`src/rtl/ttfs_pkg.sv`:
```
// Shared types for the TTFS tick sequencing blocks: sequencer states,
// run modes and the mode decoder used when a run is started.
package ttfs_pkg;

    localparam int unsigned TTFS_MODE_W = 2;

    typedef enum logic [2:0] {
        SEQ_IDLE,
        SEQ_RUN,
        SEQ_ADVANCE,
        SEQ_HOLD,
        SEQ_FINISH
    } tick_seq_state_e;

    typedef enum logic [TTFS_MODE_W-1:0] {
        TTFS_MODE_FREE  = 2'd0,
        TTFS_MODE_STEP  = 2'd1,
        TTFS_MODE_EARLY = 2'd2
    } ttfs_mode_e;

    // The reserved encoding falls back to free-run.
    function automatic ttfs_mode_e decode_mode(input logic [TTFS_MODE_W-1:0] m);
        case (m)
            2'd1:    return TTFS_MODE_STEP;
            2'd2:    return TTFS_MODE_EARLY;
            default: return TTFS_MODE_FREE;
        endcase
    endfunction

endpackage

```
`src/rtl/ttfs_tick_sequencer_done_join.sv`:
```
// Sticky per-core done flags; all_done_o also counts done pulses arriving
// in the current cycle so the last core does not cost an extra cycle.
module done_join #(
    parameter int unsigned NUM_CORES = 2
) (
    input  logic                 clk_i,
    input  logic                 rst_i,
    input  logic                 clr_i,
    input  logic                 en_i,
    input  logic [NUM_CORES-1:0] done_i,
    output logic                 all_done_o
);

    logic [NUM_CORES-1:0] flags_q;
    logic [NUM_CORES-1:0] flags_d;

    always_comb begin
        flags_d = flags_q;
        if (clr_i) begin
            flags_d = '0;
        end else if (en_i) begin
            flags_d = flags_q | done_i;
        end
    end

    always_ff @(posedge clk_i or posedge rst_i) begin
        if (rst_i) begin
            flags_q <= '0;
        end else begin
            flags_q <= flags_d;
        end
    end

    assign all_done_o = &(flags_q | done_i);

endmodule

```
`src/rtl/ttfs_tick_sequencer.sv`:
```
// Tick sequencer for one TTFS inference: joins per-core done pulses, steps
// the tick counter and captures the first output spike for readout.
module ttfs_tick_sequencer
    import ttfs_pkg::*;
#(
    parameter int unsigned NUM_CORES  = 2,
    parameter int unsigned INPUT_RESO = 8,
    parameter int unsigned M          = 8
) (
    input  logic                   CLK,
    input  logic                   RST,
    input  logic                   start_i,
    input  logic                   abort_i,
    input  logic [TTFS_MODE_W-1:0] mode_i,
    input  logic [INPUT_RESO-1:0]  max_tick_i,
    input  logic                   step_i,
    input  logic [NUM_CORES-1:0]   core_done_i,
    input  logic                   out_spike_i,
    input  logic [M-1:0]           out_spike_idx_i,
    output logic [INPUT_RESO-1:0]  tick_o,
    output logic                   next_tick_o,
    output logic                   busy_o,
    output logic                   done_o,
    output logic                   first_valid_o,
    output logic [M-1:0]           first_idx_o,
    output logic [INPUT_RESO-1:0]  first_tick_o
);

    tick_seq_state_e        state_q;
    ttfs_mode_e             mode_q;
    logic [INPUT_RESO-1:0]  max_tick_q;
    logic [INPUT_RESO-1:0]  tick_q;
    logic                   first_valid_q;
    logic [M-1:0]           first_idx_q;
    logic [INPUT_RESO-1:0]  first_tick_q;

    logic all_done;
    logic join_en;
    logic join_clr;
    logic spike_take;

    assign join_en    = (state_q == SEQ_RUN);
    assign join_clr   = ((state_q == SEQ_IDLE) && start_i) || (state_q == SEQ_ADVANCE);
    assign spike_take = join_en && out_spike_i && !first_valid_q;

    done_join #(
        .NUM_CORES (NUM_CORES)
    ) u_join (
        .clk_i      (CLK),
        .rst_i      (RST),
        .clr_i      (join_clr),
        .en_i       (join_en),
        .done_i     (core_done_i),
        .all_done_o (all_done)
    );

    always_ff @(posedge CLK or posedge RST) begin
        if (RST) begin
            state_q       <= SEQ_IDLE;
            mode_q        <= TTFS_MODE_FREE;
            max_tick_q    <= '0;
            tick_q        <= '0;
            first_valid_q <= 1'b0;
            first_idx_q   <= '0;
            first_tick_q  <= '0;
        end else begin
            if (spike_take) begin
                first_valid_q <= 1'b1;
                first_idx_q   <= out_spike_idx_i;
                first_tick_q  <= tick_q;
            end
            if (state_q == SEQ_IDLE) begin
                if (start_i) begin
                    mode_q        <= decode_mode(mode_i);
                    max_tick_q    <= max_tick_i;
                    tick_q        <= '0;
                    first_valid_q <= 1'b0;
                    first_idx_q   <= '0;
                    first_tick_q  <= '0;
                    state_q       <= SEQ_RUN;
                end
            end else if (abort_i) begin
                // Abort outranks every transition, including the tick increment.
                state_q <= SEQ_IDLE;
            end else begin
                case (state_q)
                    SEQ_RUN: begin
                        if (all_done) begin
                            if ((tick_q == max_tick_q) ||
                                ((mode_q == TTFS_MODE_EARLY) && (first_valid_q || spike_take))) begin
                                state_q <= SEQ_FINISH;
                            end else if (mode_q == TTFS_MODE_STEP) begin
                                state_q <= SEQ_HOLD;
                            end else begin
                                state_q <= SEQ_ADVANCE;
                            end
                        end
                    end
                    SEQ_ADVANCE: begin
                        tick_q  <= tick_q + 1'b1;
                        state_q <= SEQ_RUN;
                    end
                    SEQ_HOLD: begin
                        if (step_i) begin
                            state_q <= SEQ_ADVANCE;
                        end
                    end
                    default: begin
                        state_q <= SEQ_IDLE;
                    end
                endcase
            end
        end
    end

    assign tick_o        = tick_q;
    assign next_tick_o   = (state_q == SEQ_ADVANCE);
    assign busy_o        = (state_q != SEQ_IDLE);
    assign done_o        = (state_q == SEQ_FINISH);
    assign first_valid_o = first_valid_q;
    assign first_idx_o   = first_idx_q;
    assign first_tick_o  = first_tick_q;

endmodule

```
`config.mk`:
```
export PLATFORM = sky130hd
export DESIGN_NAME = ttfs_tick_sequencer
export DESIGN_NICKNAME = d
export VERILOG_FILES = /design/src/rtl/ttfs_pkg.sv /design/src/rtl/ttfs_tick_sequencer_done_join.sv /design/src/rtl/ttfs_tick_sequencer.sv
export SDC_FILE = /design/constraint.sdc
export NUM_CORES = 1
export LEC_CHECK = 0
export CORE_ASPECT_RATIO = 0.7
export CORE_MARGIN = 5
export CORE_UTILIZATION = 40
export CTS_CLUSTER_DIAMETER = 50
export CTS_CLUSTER_SIZE = 20
export DETAILED_ROUTE_END_ITERATION = 10
export GPL_TIMING_DRIVEN = 0
export HOLD_SLACK_MARGIN = 0.08
export PLACE_DENSITY = 0.67
export REMOVE_ABC_BUFFERS = 1
export SLEW_MARGIN = 15
export SYNTH_ARGS = -nofsm -noshare
export SYNTH_HDL_FRONTEND = slang
export SYNTH_HIERARCHICAL = 1
export SYNTH_SLANG_ARGS = --single-unit
```
`constraint.sdc`:
```
create_clock -name CLK -period 1.9 [get_ports CLK]
set_input_delay 0.38 -clock CLK [delete_from_list [all_inputs] [get_ports CLK]]
set_output_delay 0.38 -clock CLK [all_outputs]
set_load 0.05 [all_outputs]
```
* Yosys cells after proc, flatten, opt, wreduce, memory -nomap -nowiden
Index checks and enable logic that the tools add are counted.
** Cells by class
- Add/subtract/negate cells :: 1
- Eq/ne operators :: 13
- Muxes and demuxes :: 24
- Bitwise operators :: 1
- Reduce and logical (&&, ||, !) cells :: 16
** Operator list (number)
- 8-bit two-way mux :: 10
- 3-bit two-way mux :: 6
- 3-bit case mux with 3 select lines :: 1
- 8-bit by 1-bit adder with 8-bit output, second input constant :: 1
- 8-bit == test :: 1
- 3-bit by 2-bit == test with 1-bit output, second input constant :: 2
- 3-bit AND reduction :: 2
- 2-bit by 1-bit == test with 1-bit output, second input constant :: 2
- 2-bit == test, second input constant :: 2
- 1-bit logical AND :: 4
- 1-bit two-way mux :: 4
- 2-bit two-way mux :: 2
- 4-bit by 3-bit != test with 1-bit output, second input constant :: 1
- 4-bit != test, second input constant :: 1
- 2-bit case mux with 2 select lines :: 1
- 2-bit AND reduction :: 2
- 2-bit nonzero test :: 2
- 3-bit by 1-bit == test with 1-bit output, second input constant :: 1
- 3-bit == test, second input constant :: 1
- 3-bit logical NOT :: 1
- 1-bit logical OR :: 3
- 3-bit nonzero test :: 1
- 2-bit by 1-bit != test with 1-bit output, second input constant :: 1
- 2-bit != test, second input constant :: 1
- other kinds (2) :: 2
** Word-level totals
- Register bits :: 40
- Logic and storage cells :: 63

* Logic depth before layout (Yosys ltp)
- Depth after elaboration :: 11
- Mapped depth :: 7
- Mapped depth without buffers :: 4

* Modules after synthesis
The synthesis kept the hierarchy.
** Modules (own cells, without submodules)
- ttfs_tick_sequencer :: instances 1, cells an instance 180, area an instance 1818.0 µm², seq. area each 950.9 µm²
- done_join :: instances 1, cells an instance 8, area an instance 80.1 µm², seq. area each 50.0 µm²

* Least setup slack after synthesis
OpenSTA, ideal clock, no wires.
- Path kind :: register -> output
- Start point :: reg state_q[1]
- End point :: out done_o
- Arrival time :: 1.672 ns
- Required time :: 1.520 ns
- Path slack :: -0.152 ns
- Cell stages (with the launch flop) :: 3
- Path buffers :: 1
- Cells stage by stage :: dfrtp_1 > buf_4 > nor3b_1
** Between the ends
- Cells in the longest elaborated chain, start to end :: 1
** Ends and longest elaborated chain
- start, declared :: line ttfs_tick_sequencer.sv:29 : tick_seq_state_e state_q;
- start signal, assigned :: line ttfs_tick_sequencer.sv:59 : state_q <= SEQ_IDLE;
- start signal, assigned :: line ttfs_tick_sequencer.sv:80 : state_q <= SEQ_RUN;
- start signal, assigned :: line ttfs_tick_sequencer.sv:84 : state_q <= SEQ_IDLE;
- 3-bit == test :: line ttfs_tick_sequencer.sv:119 : assign done_o = (state_q == SEQ_FINISH);
- end, declared :: line ttfs_tick_sequencer.sv:23 : output logic done_o,
No other way between the ends.

* Worst setup path in the final report
- Start point :: reg first_valid_q (netlist: first_valid_o)
- End point :: out first_valid_o
** RTL lines
- start, declared :: line ttfs_tick_sequencer.sv:33 : logic first_valid_q;
- start signal, assigned :: line ttfs_tick_sequencer.sv:63 : first_valid_q <= 1'b0;
- start signal, assigned :: line ttfs_tick_sequencer.sv:68 : first_valid_q <= 1'b1;
- start signal, assigned :: line ttfs_tick_sequencer.sv:77 : first_valid_q <= 1'b0;
- end, declared :: line ttfs_tick_sequencer.sv:24 : output logic first_valid_o,
No word-level cell between the ends.

==> impl_results.md <==
- Status: finished clean
- Total Power: 3500 uW
- Die Area: 6245 um2
- Slowest cell on the critical path: sky130_fd_sc_hd__clkdlybuf4s50_1
- Worst ir drop on vdd: 781.8 uV
- Critical path class: reg2out
- Number of vias in the routed layout: 1475
- Post-Route Skew: 0.004862 ns
- Drt pass-1 iters: 4
- Count of inserted antenna diode cells: 0
- Design internal power: 1986 uW
- Relative slew slack: 0.6314
- Final RePlAce weighted congestion: 0.7436
- Unrepaired setup endpoints after global routing: false
- Final setup violation count: 0
- Final Cycle Share: 0.9647
- Fill cells: 458
- Maximum root-to-sink buffer count: 2
- Mean cell area of the mapped netlist: 10.10 um2
- CP Data Required Time: 1.52 ns
- TritonCTS sink count: 40
- Average wire length per cell after detail routing: 14.19 um
- Total routing usage reported by global routing: 0.1449
- Reg-to-reg startpoint: state_q[1]$_DFFE_PP0P_
- Number of nets in the layout: 269
- Critical path's largest stage delay: 0.81 ns
- Share of total power in the clock network: 0.150
- Arrival time worst endpoint: 1.45 ns
- Pwr/cell area: 1352 nW/um2
- TritonCTS Buffers: 5
- Average vias per placed instance: 4.933
- DP HPWL: 3036 um
- Lkg Pwr: 0.001336 uW
- Post-Layout Cell Count: 299
- Share of the core filled with cells in the final layout: 0.5535
- Least-Margin Pin Slew: 0.5519 ns
- IO Count: 54
- Number of global-route vias before repair: 1468
- Share of final-layout standard cells stronger than drive strength 1: 0.09091
- Share of power burned in registers: 0.381
- Initial antenna violation count: 0
- Switch share: 0.4328
- Number of cells in the design after placement: 290
- Final Hold Violating Endpoints: 0
- Logic pwr share: 0.469
- Capture point of the worst reg-to-reg path: state_q[1]$_DFFE_PP0P_
- Die boundary height: 67.64 um
- DR iter-0 viols: 34
- Crit path buffers/inverters: 1
- Top fanout value on the critical path: 3
- Switching Power: 1515 uW
- Classification of the worst-slack hold path: in2async
- Setup Slack @ Placement: -0.3801 ns
- Count of distinct cell types in the synthesized netlist: 34
- Nature of the critical path endpoint: primary output
- Initial standard-cell utilization of the core: 0.4058
- Hold Slack: 0.2917 ns
- Worst path setup slack after routing: 0.06714 ns
- Wire length of the first global-routing pass: 7038 um
- Standard-cell row count: 21
- Area growth from synthesis to final layout: 36.39%
- Insertion delay to the later sink of the worst-skew pair: 0.28 ns
- Number of maximum-capacitance constraint violations: 0
- Pin count of the biggest net entering global routing: 35
- Horiz. Die Dim: 92.34 um
- Antenna-violating nets left: 0
- Overall routed net length: 4243 um
- Warnings, synthesis: 6
- Root buf cell: sky130_fd_sc_hd__clkbuf_8
- Buffers on Ports: 53
- Area of the core: 4677 um2
- Post-synthesis sequential element count: 40
- Count of mapped cells out of synthesis: 188
- Family with the most delay on the worst path: buffers and inverters
- Final number of max-transition violations: 0
- Startpoint type of the worst setup path: flip-flop
- Highest attainable clock frequency: 545.6 MHz
- Congestion Overflow GR: 0
- Share of synthesized area occupied by flip-flops and latches: 0.5274
- Synth Cell Area: 1898 um2
- Number of H-tree branching levels: 2
- DRC violations left: 0
- Worst-path cell chain: clkdlybuf4s50_1
- Fin crit period: 1.833 ns
- Clock-pin transition on the worst setup and hold timing paths: 0.07 ns
- TritonCTS clock tree: yes
- Worst reg2reg setup slack: 0.20 ns
- Worst Reg2Reg Path Length in Cells: 4
## how the worst max path moves through the flow
stage	slack [ns]	start	depth (start not counted)	to
2_1_floorplan	-0.15	state_q[1]$_DFFE_PP0P_	1	done_o
3_3_place_gp	-0.52	state_q[1]$_DFFE_PP0P_	4	u_join/flags_q[0]$_DFFE_PP0P_
3_5_place_dp	-0.38	state_q[1]$_DFFE_PP0P_	4	first_tick_o[4]$_DFF_PP0_
4_1_cts	-0.06	state_q[1]$_DFFE_PP0P_	3	busy_o
5_1_grt	0.009	first_idx_o[1]$_DFF_PP0_	1	first_idx_o[1]
6_report	0.07	first_valid_o$_DFF_PP0_	1	first_valid_o
## cells by family (layout without fill, tap and decap cells)
group / count (synthesis) / after routing / synth area share
AOI/OAI and AO/OA: 20 / 20 / 0.07252
xor gates and xnor gates: 12 / 12 / 0.05537
adders and majority gates: 1 / 1 / 0.006591
buffers and inverters: 13 / 67 / 0.03295
DFF: 40 / 40 / 0.5274
muxes: 17 / 17 / 0.09031
and+or+nand+nor: 85 / 85 / 0.2149
## power by group through the flow
stage               combinational, uW  sequential (uW)  clock (uW)
floorplan                         729             1700           0
global route                     1780             1380         586
detailed placement               1630             1330           0
global placement                 1620             1330           0
CTS                              1660             1330         543
finish                           1640             1330         525
## Yosys cell counts, drive strengths merged
cell type	n	area share
dfrtp	40	0.53
nand2	34	0.067
nor2	26	0.051
mux2i	16	0.084
xor2	12	0.055
buf	7	0.021
a21oi	5	0.013
and2	4	0.013
inv	4	0.0079
nand3b	4	0.016
o21ai	4	0.011
nor3	3	0.0079
nor3b	3	0.018
o2111ai	3	0.014
a22o	2	0.0092
clkbuf	2	0.0040
nor2b	2	0.0066
nor4	2	0.0066
o211ai	2	0.0079
a32o	1	0.0053
and3	1	0.0033
and4	1	0.0046
and4b	1	0.0053
ha	1	0.0066
mux2	1	0.0059
o21a	1	0.0040
o22a	1	0.0046
o31ai	1	0.0040
or2	1	0.0033
or3	1	0.0033
or3b	1	0.0046
or4	1	0.0040
## stage by stage
step | instance area [um2] | setup TNS [ns]
2_1_floorplan | 1851 | -0.1467
3_3_place_gp | 2452 | -25.15
3_5_place_dp | 2474 | -6.801
4_1_cts | 2579 | -0.08883
5_1_grt | 2589 | 0
6_report | 2589 | 0
## layout make-up
class                           count  area, um2  share of cell area
Tap cell                           57      71.32             0.02755
Sequential cell                    40       1005              0.3881
Inverter                            4      15.01            0.005800
Timing Repair Buffer               56      564.3              0.2180
Clock inverter                      1      5.005            0.001933
Multi-Input combinational cell    135      855.8              0.3306
Clock buffer                        6      72.57             0.02803
## metal layers
metal | global-route usage | vias up | part of all wire | routed length, um
met2 | 0.2141 | 46 | 0.42 | 1762
met4 | 0.02778 | 0 | 0 | 0
met1 | 0.1925 | 683 | 0.48 | 2025
met3 | 0.07350 | 0 | 0.11 | 455
li1 | - | 746 | - | -
met5 | 0 | - | 0 | 0
## what timing repair did
item / in CTS / in global routing
hold endpoints to repair: 0 / 0
pin swaps: 1 / 0
hold buffers: 0 / 0
resized for setup: 22 / 8
setup buffers: 2 / 0
setup endpoints to repair: 32 / 5
## state kept, by name, indices dropped and copies added, names as in the netlist
register and count:
mode_q 2, state_q 3, tick_o 8, first_idx_o 8, max_tick_q 8, u_join/flags_q 2
first_tick_o 8, first_valid_o 1
## layout by cell type (no fill, tap or decap), types with 2 or more instances in the layout
master                             n
sky130_fd_sc_hd__dfrtp_1          37
sky130_fd_sc_hd__nor2_1           25
sky130_fd_sc_hd__o211ai_1          2
sky130_fd_sc_hd__nand2_1          34
sky130_fd_sc_hd__o2111ai_1         3
sky130_fd_sc_hd__nand3b_1          4
sky130_fd_sc_hd__dlygate4sd2_1     8
sky130_fd_sc_hd__a21oi_1           5
sky130_fd_sc_hd__xor2_1           12
sky130_fd_sc_hd__clkdlybuf4s50_1  41
sky130_fd_sc_hd__nor3b_1           2
sky130_fd_sc_hd__nor2b_1           2
sky130_fd_sc_hd__a22o_1            2
sky130_fd_sc_hd__inv_1             3
sky130_fd_sc_hd__nor4_1            2
sky130_fd_sc_hd__dfrtp_2           3
sky130_fd_sc_hd__and2_1            3
sky130_fd_sc_hd__clkbuf_8          5
sky130_fd_sc_hd__buf_12            2
sky130_fd_sc_hd__nor3_1            2
sky130_fd_sc_hd__mux2i_1          16
sky130_fd_sc_hd__o21ai_0           4
(Power assumes the default switching activity.)
